`src/rtl/io_bus_pkg.sv`:
```
// ---------------------------------------------------------------------------
// io_bus_pkg
// Definitions shared by both ends of the internal I/O bus: the request FSM
// state encoding, the default synchronizer depth and the byte-lane pair.
// No ports (package).
// ---------------------------------------------------------------------------
package io_bus_pkg;

   // Default depth of the synchronizers on signals crossing from the far end.
   localparam int SYNC_STAGES_DEF = 2;

   // Request FSM states; the far-end master decodes the same encoding.
   typedef enum logic [1:0] {
      ST_IDLE = 2'd0,
      ST_REQ  = 2'd1,
      ST_ACT  = 2'd2,
      ST_DONE = 2'd3
   } io_state_e;

   // Byte-lane strobes of one access.
   typedef struct packed {
      logic uds;
      logic lds;
   } io_lanes_t;

endpackage : io_bus_pkg

```
`src/rtl/io_sync.sv`:
```
// ---------------------------------------------------------------------------
// io_sync
// N-stage flop synchronizer for a single asynchronous level.
// Ports:
//   clk_i   in  destination clock
//   rst_ni  in  asynchronous active-low reset (all stages clear to 0)
//   d_i     in  asynchronous input level
//   q_o     out synchronized level, STAGES clocks behind d_i
// ---------------------------------------------------------------------------
module io_sync #(
   parameter int STAGES = 2
) (
   input  logic clk_i,
   input  logic rst_ni,
   input  logic d_i,
   output logic q_o
);

   logic [STAGES-1:0] sync_q;

   always_ff @(posedge clk_i or negedge rst_ni) begin
      if (!rst_ni) begin
         sync_q <= '0;
      end else begin
         sync_q <= {sync_q[STAGES-2:0], d_i};
      end
   end

   assign q_o = sync_q[STAGES-1];

endmodule : io_sync

```
`src/rtl/io_bus_initiator.sv`:
```
// ---------------------------------------------------------------------------
// io_bus_initiator
// CPU-side initiator of the internal I/O bus. Accepts decoded I/O cycles,
// raises a request towards the far-end master, follows its IOACT handshake
// and terminates the CPU cycle (immediately for posted writes). Also drives
// the CPU->I/O address/data latch enables and the I/O->CPU read capture.
// Ports:
//   clk_i               in  CPU-side clock
//   rst_ni              in  asynchronous active-low reset
//   bact_i              in  CPU I/O cycle active, held until brdy_o
//   biowe_i             in  cycle is a write
//   biolds_i, biouds_i  in  byte lanes
//   brdy_o              out one-cycle pulse: CPU cycle may terminate
//   berr_o              out one-cycle pulse with brdy_o: bus error
//   pwerr_o             out sticky: a posted write ended in error
//   ioreq_o             out request to far end
//   iolds_o, iouds_o,
//   iowe_o              out request qualifiers, held until the next accept
//   ioact_i             in  far-end access active (asynchronous)
//   ioberr_i            in  far-end error (asynchronous), valid at ioact fall
//   ale1_o              out address latch enable (1 = transparent)
//   dle1_o              out write-data latch enable (1 = transparent)
//   rdle_o              out read-data latch capture pulse
// ---------------------------------------------------------------------------
module io_bus_initiator
   import io_bus_pkg::*;
#(
   parameter int SYNC_STAGES = SYNC_STAGES_DEF,
   parameter int POSTWR      = 1
) (
   input  logic clk_i,
   input  logic rst_ni,
   input  logic bact_i,
   input  logic biowe_i,
   input  logic biolds_i,
   input  logic biouds_i,
   output logic brdy_o,
   output logic berr_o,
   output logic pwerr_o,
   output logic ioreq_o,
   output logic iolds_o,
   output logic iouds_o,
   output logic iowe_o,
   input  logic ioact_i,
   input  logic ioberr_i,
   output logic ale1_o,
   output logic dle1_o,
   output logic rdle_o
);

   io_state_e state_q, state_d;

   logic ioact_s, ioberr_s;

   logic      armed_q, armed_d;
   logic      posted_q, posted_d;
   logic      iowe_q, iowe_d;
   io_lanes_t lanes_q, lanes_d;
   logic      ale1_q, ale1_d;
   logic      dle1_q, dle1_d;
   logic      post_brdy_q, post_brdy_d;
   logic      berr_cap_q, berr_cap_d;
   logic      pwerr_q, pwerr_d;

   // Fills with ones after reset release. Until it is full the synchronizer
   // still holds its reset zeros, so ioact_s=0 does not yet prove the far
   // end is idle (it may be finishing an access orphaned by the reset).
   logic [SYNC_STAGES-1:0] settle_q;

   logic accept;
   logic act_end;
   logic done_brdy;

   io_sync #(.STAGES(SYNC_STAGES)) u_sync_ioact (
      .clk_i  (clk_i),
      .rst_ni (rst_ni),
      .d_i    (ioact_i),
      .q_o    (ioact_s)
   );

   io_sync #(.STAGES(SYNC_STAGES)) u_sync_ioberr (
      .clk_i  (clk_i),
      .rst_ni (rst_ni),
      .d_i    (ioberr_i),
      .q_o    (ioberr_s)
   );

   assign accept  = bact_i && armed_q && (state_q == ST_IDLE) && !ioact_s
                    && settle_q[SYNC_STAGES-1];
   assign act_end = (state_q == ST_ACT) && !ioact_s;

   // A non-posted cycle is answered only if the CPU is still in the same
   // cycle: armed_q set again means BACT was seen low, i.e. the CPU aborted.
   assign done_brdy = (state_q == ST_DONE) && !posted_q && bact_i && !armed_q;

   // ---------------- FSM: state register ----------------
   always_ff @(posedge clk_i or negedge rst_ni) begin
      if (!rst_ni) begin
         state_q <= ST_IDLE;
      end else begin
         state_q <= state_d;
      end
   end

   // ---------------- FSM: next state ----------------
   always_comb begin
      state_d = state_q;
      case (state_q)
         ST_IDLE: if (accept)  state_d = ST_REQ;
         ST_REQ:  if (ioact_s) state_d = ST_ACT;
         ST_ACT:  if (!ioact_s) state_d = ST_DONE;
         ST_DONE: state_d = ST_IDLE;
         default: state_d = ST_IDLE;
      endcase
   end

   // ---------------- FSM: outputs ----------------
   always_comb begin
      ioreq_o = (state_q == ST_REQ);
      rdle_o  = act_end && !iowe_q;
      brdy_o  = post_brdy_q || done_brdy;
      berr_o  = done_brdy && berr_cap_q;
   end

   // ---------------- Datapath next state ----------------
   always_comb begin
      armed_d     = armed_q;
      posted_d    = posted_q;
      iowe_d      = iowe_q;
      lanes_d     = lanes_q;
      ale1_d      = ale1_q;
      dle1_d      = dle1_q;
      post_brdy_d = 1'b0;
      berr_cap_d  = berr_cap_q;
      pwerr_d     = pwerr_q;

      if (!bact_i) begin
         armed_d = 1'b1;
      end

      if (accept) begin
         armed_d     = 1'b0;
         posted_d    = (POSTWR != 0) && biowe_i;
         iowe_d      = biowe_i;
         lanes_d.lds = biolds_i;
         lanes_d.uds = biouds_i;
         ale1_d      = 1'b0;
         if (biowe_i) begin
            dle1_d = 1'b0;
         end
         // Posted write is acknowledged on the same edge that starts it.
         post_brdy_d = (POSTWR != 0) && biowe_i;
      end

      if (act_end) begin
         berr_cap_d = ioberr_s;
      end

      if (state_q == ST_DONE) begin
         ale1_d = 1'b1;
         dle1_d = 1'b1;
         if (posted_q && berr_cap_q) begin
            pwerr_d = 1'b1;
         end
      end
   end

   always_ff @(posedge clk_i or negedge rst_ni) begin
      if (!rst_ni) begin
         armed_q     <= 1'b1;
         posted_q    <= 1'b0;
         iowe_q      <= 1'b0;
         lanes_q     <= '0;
         ale1_q      <= 1'b1;
         dle1_q      <= 1'b1;
         post_brdy_q <= 1'b0;
         berr_cap_q  <= 1'b0;
         pwerr_q     <= 1'b0;
         settle_q    <= '0;
      end else begin
         armed_q     <= armed_d;
         posted_q    <= posted_d;
         iowe_q      <= iowe_d;
         lanes_q     <= lanes_d;
         ale1_q      <= ale1_d;
         dle1_q      <= dle1_d;
         post_brdy_q <= post_brdy_d;
         berr_cap_q  <= berr_cap_d;
         pwerr_q     <= pwerr_d;
         settle_q    <= {settle_q[SYNC_STAGES-2:0], 1'b1};
      end
   end

   assign iowe_o  = iowe_q;
   assign iolds_o = lanes_q.lds;
   assign iouds_o = lanes_q.uds;
   assign ale1_o  = ale1_q;
   assign dle1_o  = dle1_q;
   assign pwerr_o = pwerr_q;

endmodule : io_bus_initiator

```
`config.mk`:
```
export PLATFORM = sky130hd
export DESIGN_NAME = io_bus_initiator
export DESIGN_NICKNAME = d
export VERILOG_FILES = /design/src/rtl/io_bus_pkg.sv /design/src/rtl/io_sync.sv /design/src/rtl/io_bus_initiator.sv
export SDC_FILE = /design/constraint.sdc
export NUM_CORES = 1
export LEC_CHECK = 0
export ABC_AREA = 0
export BUFFER_PORTS_ARGS = -buffer_cell sky130_fd_sc_hd__buf_4
export CORE_MARGIN = 10
export CORE_UTILIZATION = 45
export DETAILED_ROUTE_END_ITERATION = 16
export MAX_ROUTING_LAYER = met4
export PLACE_DENSITY = 0.69
export SYNTH_ARGS = -nofsm -noshare
export SYNTH_HDL_FRONTEND = slang
export SYNTH_SLANG_ARGS = --single-unit
export TNS_END_PERCENT = 100
```
`constraint.sdc`:
```
create_clock -name clk_i -period 2.1 [get_ports clk_i]
set_input_delay 0.315 -clock clk_i [delete_from_list [all_inputs] [get_ports clk_i]]
set_output_delay 0.315 -clock clk_i [all_outputs]
set_load 0.05 [all_outputs]
```
==> results of run 1 <==
## cells by family after synthesis
| logic type | after synthesis | synth area share (%) |
|---|---|---|
| multiplexers | 4 | 7.826 |
| adder cells (fa/ha/maj) | 5 | 8.696 |
| flip-flops | 17 | 59.65 |
| AO/OA/AOI/OAI | 8 | 9.218 |
| AND/OR/NAND/NOR | 12 | 12.00 |
| buffers and inverters | 4 | 2.086 |
| other | 1 | 0.5212 |
## repair_timing
| action | 4_1_cts | 5_1_grt |
|---|---|---|
| endpoints found under the hold margin | 14 | 0 |
| hold buffers | 1 | 0 |
| setup buffers | 0 | 0 |
| resized for setup | 0 | 0 |
## metrics by stage
stage	std cells	worst slack [ns]	hold WS (ns)	power, mW	area, µm²
after CTS	89	0.1637	0.1177	1.364	904.6
after detailed placement	84	0.4979	0.1865	1.188	867.1
after global routing	89	0.1194	0.1060	1.421	904.6
after floorplan	51	0.2619	0.01941	0.9975	719.4
final	89	0.1854	0.1266	1.345	904.6
after global placement	84	0.5301	0.1854	1.174	867.1
## final timing paths
path,from,to,cells after the start
worst min register to register,u_sync_ioberr.sync_q[0],u_sync_ioberr.sync_q[1],0
worst max-delay path,state_q[1],brdy_o,4
worst min-delay path,ioact_i,u_sync_ioact.sync_q[0],1
worst max register to register,state_q[1],state_q[1],5
min in group asynchronous,rst_ni,pwerr_o,2
max in group asynchronous,rst_ni,ale1_o,2
## final cells by class
type	count	area (µm²)	share of cell area, %
clock inverters	1	5.005	0.5533
flip-flops and latches	17	429.2	47.44
inverters	4	15.01	1.660
well taps	16	20.02	2.213
repair buffers	18	137.6	15.21
multi-input cells	30	275.3	30.43
clock buffers	3	22.52	2.490
## state kept, by name, summed over array words and instances (netlist names), 2 cells and up
name                  count
settle_q                  2
state_q                   2
u_sync_ioact.sync_q       2
u_sync_ioberr.sync_q      2
## Yosys cell counts, types with 2 or more instances
master	number	share of area [%]
a21o_2	2	2.4
dfrtp_1	14	49
ha_1	5	8.7
inv_1	4	2.1
nor2b_1	2	1.7
mux2_4	3	6.3
dfstp_2	3	11
## routing by layer
metal  vias to the layer above  track usage, %
met4                         0           5.769
met5                         -               -
met3                         4           3.602
met2                        14           10.88
li1                        213               -
met1                       208           7.940
## report_power, final
group / internal (mW) / switching [mW]
clock network: 0.0708 / 0.100
logic: 0.272 / 0.409
registers: 0.430 / 0.0634
## worst max-delay path, delay by kind of cell, from the launching register on
family        cells  cell delay, ns
flops             1            0.43
buf+inv           1            0.19
simple gates      2            0.44
fa+ha+maj         1            0.25
==> flow_summary_export.csv, run 1 <==
group,metric,value,unit
run_status,status,"completed",
logic_synthesis,yosys_warnings,0,
logic_synthesis,syn_nets,64,
die,core_region_area,0.001506,mm²
die,die_area,0.003598,mm²
clock_tree,cts.sinks,17,
drt,wl_met2,594,µm
critical_path,startpoint_type,"register",
global_route,antenna_found_initial,0,
die,fp.dieW,59.99,µm
global_route,grt_first_pass_wirelength,2.014,mm
logic_synthesis,synth_area,719.4,µm²
timing,final_hold_viol_count,0,
layout,antenna_cells,0,
logic_synthesis,syn_area_per_cell,14.11,µm²
clock_tree,clockRootBuffer,"clkbuf_4",
drt,wl_met1,559,µm
timing,clock_skew,0.001310,ns
placement,io_buffers,17,
logic_synthesis,ys_seq_elements,17,
drt,routed_wl,1.318,mm
clock_tree,path_clk_slew,0.10,ns
critical_path,rrSetupSlack,0.56,ns
critical_path,max_stage_delay,0.43,ns
layout,fin_util,60.05,%
critical_path,cp_max_fo,4,
timing,rsz0062_at_grt,"no",
die,die_y,59.99,µm
logic_synthesis,synth_cells,51,
drt,highest_layer,"met4",
die,start_util,47.76,%
timing,max_freq,522.3,MHz
drt,wl_met3,134,µm
clock_tree,numCtsBuffers,3,
drt,dr.pass1.iters,3,
timing,setup_viol_count_final,0,
critical_path,path_cells,"ha_1, and3b_1, or2_2, buf_4",
logic_synthesis,synth_edf_count,0,
drt,via_per_inst,4.933,
critical_path,cp.required,1.78,ns
drt,drtIter0Drc,5,
drt,vias,439,
die,io_pins,18,
critical_path,worstSetupPathType,"register to output port",
layout,fin_nets,87,
critical_path,crit_path_end_kind,"output port",
placement,dp_hpwl,1.063,mm
flow_run,maxCapViolCount,0,
timing,fin_crit_sh,91.17,%
layout,final_cell_mix,"buf_4 (17), dfrtp_1 (14), ha_1 (5), inv_1 (4)",
layout,layout-drive-gt1-share,52.05,%
logic_synthesis,synth_cell_types,25,
layout,num-fill-cells,120,
logic_synthesis,ys_seq_area_share,59.65,%
placement,gp_congestion,0.7636,
drt,drc,0,
clock_tree,clk_latency,0.29,ns
layout,area_growth,25.74,%
global_route,grt_max_degree,18,
clock_tree,cts_tree,"yes",
timing,tns,0,ns
logic_synthesis,synthFlopType,"dfrtp_1",
pwr,power.leakage,0.4699,nW
clock_tree,cts_buffer_depth,2,
global_route,gr-usage-all-layers,7.621,%
clock_tree,htree_levels,1,
critical_path,slowest_stage,"dfrtp_1",
pwr,peakVddDrop,0.6305,mV
critical_path,arrival,1.60,ns
die,row_count,14,
layout,final_common_cell,"buf_4",
timing,finalMaxSlewViolations,0,
pwr,power_density,1487,mW/mm²
timing,post-route-min-period,1.915,ns
logic_synthesis,synthArstFlopShare,100.0,%
global_route,grt_pass1_vias,448,
drt,wire_per_inst,14.81,µm
worst_hold_path,hold_class,"input pin to register",
drt,drtAntennaViolNets,0,
global_route,gr-total-overflow,0,
Power figures use the tool's default switching activity.
==> inputs of run 2 (changes only) <==
BUFFER_PORTS_ARGS = -buffer_cell sky130_fd_sc_hd__buf_2   (was -buffer_cell sky130_fd_sc_hd__buf_4)
==> flow_summary_export.csv, run 2 (synthesis gave the netlist of run 1 again) <==
group,metric,value,unit
worst_hold_path,hold_start,"ioact_i",
critical_path,r2r-end,"state_q[1]",
drt,wire_per_inst,14.02,µm
timing,fin_crit_sh,92.61,%
critical_path,rrSetupSlack,0.55,ns
global_route,grt_pass1_vias,420,
drt,wl_met3,113,µm
layout,layout-drive-gt1-share,52.05,%
layout,final_common_cell,"buf_2",
timing,tns,0,ns
timing,final_hold_viol_count,0,
layout,fin_nets,87,
drt,dr.pass1.iters,2,
die,core_region_area,0.001506,mm²
clock_tree,cts.sinks,17,
timing,rsz0062_at_grt,"no",
drt,highest_layer,"met4",
die,row_count,14,
clock_tree,clk_latency,0.29,ns
clock_tree,clockRootBuffer,"clkbuf_4",
die,io_pins,18,
drt,via_per_inst,4.820,
critical_path,crit_path_end_kind,"output port",
critical_path,startpoint_type,"register",
pwr,power_density,1507,mW/mm²
layout,area_growth,19.83,%
clock_tree,numCtsBuffers,3,
critical_path,arrival,1.63,ns
drt,routed_wl,1.248,mm
global_route,grt_max_degree,18,
die,start_util,47.76,%
critical_path,worstSetupPathType,"register to output port",
clock_tree,cts_tree,"yes",
drt,drtAntennaViolNets,0,
pwr,power.leakage,0.4573,nW
clock_tree,path_clk_slew,0.10,ns
layout,antenna_cells,0,
die,die_area,0.003598,mm²
die,die_y,59.99,µm
drt,wl_met2,536,µm
timing,finalMaxSlewViolations,0,
critical_path,reg2reg_from,"state_q[1]",
drt,drc,0,
placement,gp_congestion,0.7323,
global_route,grt_first_pass_wirelength,1.904,mm
critical_path,cp.required,1.78,ns
die,fp.dieW,59.99,µm
global_route,antenna_found_initial,0,
timing,setup_viol_count_final,0,
worst_hold_path,hold_class,"input pin to register",
placement,placed_cell_area,824.5,µm²
flow_run,maxCapViolCount,0,
layout,design_area,862.1,µm²
worst_hold_path,hold_path_end,"u_sync_ioact.sync_q[0]",
global_route,gr-usage-all-layers,7.297,%
clock_tree,post_cts_buffers,0,
run_status,status,"completed",
pwr,p_total,1.299,mW
timing,post-route-min-period,1.945,ns
timing,max_freq,514.2,MHz
drt,vias,429,
critical_path,reg2reg_depth,5,
placement,dp_hpwl,966.1,µm
drt,wl_met1,578,µm
critical_path,cp_max_fo,4,
pwr,peakVddDrop,0.7410,mV
global_route,gr-total-overflow,0,
clock_tree,htree_levels,1,
layout,final_cell_mix,"buf_2 (17), dfrtp_1 (14), ha_1 (5), inv_1 (4)",
drt,drtIter0Drc,4,
placement,io_buffers,17,
clock_tree,cts_buffer_depth,2,
worst_hold_path,hold_depth,1,
timing,clock_skew,0.001202,ns
[run 2: cell count changes in the layout (fill, tap and decap cells not counted)]
cell   before  now
buf_2       0   17
buf_4      17    0
[run 2: where the power goes]
group	leakage, nW	switching (mW)	internal [mW]
logic	0.241	0.403	0.228
registers	0.199	0.0629	0.429
clock network	0.0177	0.105	0.0709
total	0.457	0.571	0.729
[run 2: worst max-delay path by stage]
stage | from | to | slack, ns | cells past startpoint
after floorplan | state_q[0] | rdle_o | 0.26 | 4
after global placement | state_q[0] | brdy_o | 0.52 | 4
after detailed placement | state_q[1] | brdy_o | 0.49 | 4
after CTS | state_q[0] | brdy_o | 0.15 | 4
after global routing | state_q[0] | rdle_o | 0.1 | 5
final | state_q[0] | brdy_o | 0.16 | 4
[run 2: routing by layer]
layer	GRT usage, %	up-vias
li1	-	213
met1	8.385	200
met2	10.29	14
met3	2.754	2
met4	4.808	0
met5	-	-
[run 2: repair_timing]
| action | in CTS | in global routing |
|---|---|---|
| endpoints found under the hold margin | 14 | 0 |
| gates resized for setup | 0 | 0 |
| endpoints found under the setup margin | 0 | 0 |
| hold buffers | 1 | 0 |
[run 2: final cells by class]
type / instances / area, µm²
clock inverter: 1 / 5.005
inverter: 4 / 15.01
sequential: 17 / 429.2
tap: 16 / 20.02
clock buffer: 3 / 22.52
timing repair buffer: 18 / 95.09
fill: 125 / 644.4
multi-input combinational: 30 / 275.3
[run 2: worst max-delay path, cell delays in order, from the launching register on]
cell and delay (ns):
dfrtp_1 0.42, ha_1 0.26, and3b_1 0.18, or2_2 0.26, buf_2 0.21
[run 2: through the flow]
| stage | util, % | setup slack (ns) | std cells | hold slack [ns] |
|---|---|---|---|---|
| 6_report | 57.23 | 0.1551 | 89 | 0.1217 |
| 5_1_grt | 57.23 | 0.09709 | 89 | 0.09936 |
| 4_1_cts | 57.23 | 0.1488 | 89 | 0.1115 |
| 3_5_place_dp | 54.73 | 0.4887 | 84 | 0.2484 |
| 3_3_place_gp | 54.73 | 0.5206 | 84 | 0.2439 |
| 2_1_floorplan | - | 0.2619 | 51 | 0.01941 |
==> inputs of run 3 (changes only) <==
CORE_UTILIZATION = 50   (was 45)
PLACE_DENSITY = 0.76   (was 0.69)
==> flow_summary_export.csv, run 3 (synthesis gave the netlist of run 1 again) <==
group,metric,value,unit
layout,antenna_cells,0,
die,core_region_area,0.001334,mm²
run_status,status,"completed",
clock_tree,numCtsBuffers,3,
global_route,grt_first_pass_wirelength,2.173,mm
layout,num-fill-cells,108,
placement,gp_congestion,0.7696,
timing,setup_viol_count_final,0,
die,row_count,13,
placement,dp_hpwl,1.020,mm
drt,dr.pass1.iters,3,
clock_tree,clockRootBuffer,"clkbuf_4",
global_route,grt_pass1_vias,486,
timing,post-route-min-period,1.918,ns
layout,fin_nets,87,
layout,fin_util,64.45,%
critical_path,reg2reg_from,"state_q[1]",
timing,max_freq,521.5,MHz
global_route,grt_max_degree,18,
die,start_util,53.94,%
layout,final_cells,88,
clock_tree,path_clk_slew,0.09,ns
die,fp.dieW,57.93,µm
clock_tree,cts_tree,"yes",
pwr,power.leakage,0.4546,nW
layout,final_common_cell,"buf_2",
critical_path,worstSetupPathType,"register to output port",
clock_tree,post_cts_buffers,0,
die,io_pins,18,
drt,wl_met1,534,µm
clock_tree,cts.sinks,17,
global_route,gr-usage-all-layers,8.523,%
placement,placed_cell_area,823.3,µm²
timing,fin_crit_sh,91.32,%
drt,routed_wl,1.281,mm
drt,highest_layer,"met4",
drt,drtAntennaViolNets,0,
drt,wl_met2,611,µm
critical_path,r2r-end,"state_q[1]",
drt,drc,0,
pwr,peakVddDrop,0.6703,mV
global_route,gr-total-overflow,0,
drt,drtIter0Drc,5,
critical_path,startpoint_type,"register",
drt,wire_per_inst,14.56,µm
drt,wl_met3,128,µm
timing,clock_skew,0.001199,ns
drt,vias,423,
critical_path,crit_path_end_kind,"output port",
worst_hold_path,hold_depth,1,
layout,area_growth,19.48,%
layout,design_area,859.6,µm²
timing,tns,0,ns
placement,dp_cells,83,
pwr,power_density,1505,mW/mm²
layout,final_cell_mix,"buf_2 (17), dfrtp_1 (14), ha_1 (5), inv_1 (4)",
drt,via_per_inst,4.807,
clock_tree,htree_levels,1,
critical_path,arrival,1.60,ns
worst_hold_path,hold_start,"ioact_i",
timing,final_hold_viol_count,0,
timing,finalMaxSlewViolations,0,
clock_tree,cts_buffer_depth,2,
critical_path,cp.required,1.78,ns
placement,io_buffers,17,
critical_path,rrSetupSlack,0.54,ns
pwr,p_total,1.294,mW
layout,layout-drive-gt1-share,50.68,%
worst_hold_path,hold_path_end,"u_sync_ioact.sync_q[0]",
global_route,antenna_found_initial,0,
worst_hold_path,hold_class,"input pin to register",
clock_tree,clk_latency,0.28,ns
die,die_y,57.93,µm
critical_path,reg2reg_depth,5,
die,die_area,0.003356,mm²
timing,rsz0062_at_grt,"no",
flow_run,maxCapViolCount,0,
critical_path,cp_max_fo,4,
[run 3: changes by cell type in the layout (fill, tap and decap cells not counted)]
cell      before  now
clkbuf_1       0    1
clkinv_2       1    0
[run 3: stage by stage]
stage,setup WS (ns),hold slack (ns)
final,0.1824,0.1320
after global routing,0.1009,0.1150
after CTS,0.1567,0.1214
after detailed placement,0.4829,0.2428
after global placement,0.5283,0.2424
after floorplan,0.2619,0.01941
[run 3: worst max-delay path, stage by stage (launching register included)]
cell	delay, ns
dfrtp_1	0.42
ha_1	0.25
and3b_1	0.18
or2_2	0.26
buf_2	0.21
[run 3: layout make-up]
type / count / area (µm²) / share of cell area [%]
sequential: 17 / 429.2 / 49.93
multi-input combinational: 30 / 275.3 / 32.02
timing repair buffer: 18 / 95.09 / 11.06
clock buffer: 4 / 26.28 / 3.057
tap: 15 / 18.77 / 2.183
inverter: 4 / 15.01 / 1.747
[run 3: repair_timing]
item | in CTS | in global routing
setup endpoints to repair | 0 | 0
hold buffers | 1 | 0
hold endpoints to repair | 14 | 0
resized for setup | 0 | 0
[run 3: power by group]
part / switching (mW) / internal, mW / total, mW
sequential: 0.0624 / 0.429 / 0.492
clock: 0.0932 / 0.0737 / 0.167
combinational: 0.407 / 0.228 / 0.635
total: 0.563 / 0.731 / 1.29
[run 3: worst max-delay path by stage]
stage / startpoint / end / slack, ns / cells past startpoint
floorplan: state_q[0] / rdle_o / 0.26 / 4
global placement: state_q[0] / brdy_o / 0.53 / 4
detailed placement: state_q[1] / brdy_o / 0.48 / 4
CTS: state_q[1] / brdy_o / 0.16 / 4
global route: state_q[0] / rdle_o / 0.10 / 5
finish: state_q[1] / brdy_o / 0.18 / 4
[run 3: routing by layer]
layer / GRT usage, % / up-vias
met3: 3.704 / 2
met2: 12.73 / 12
met1: 9.172 / 199
li1: - / 210
met5: - / -
met4: 5.034 / 0
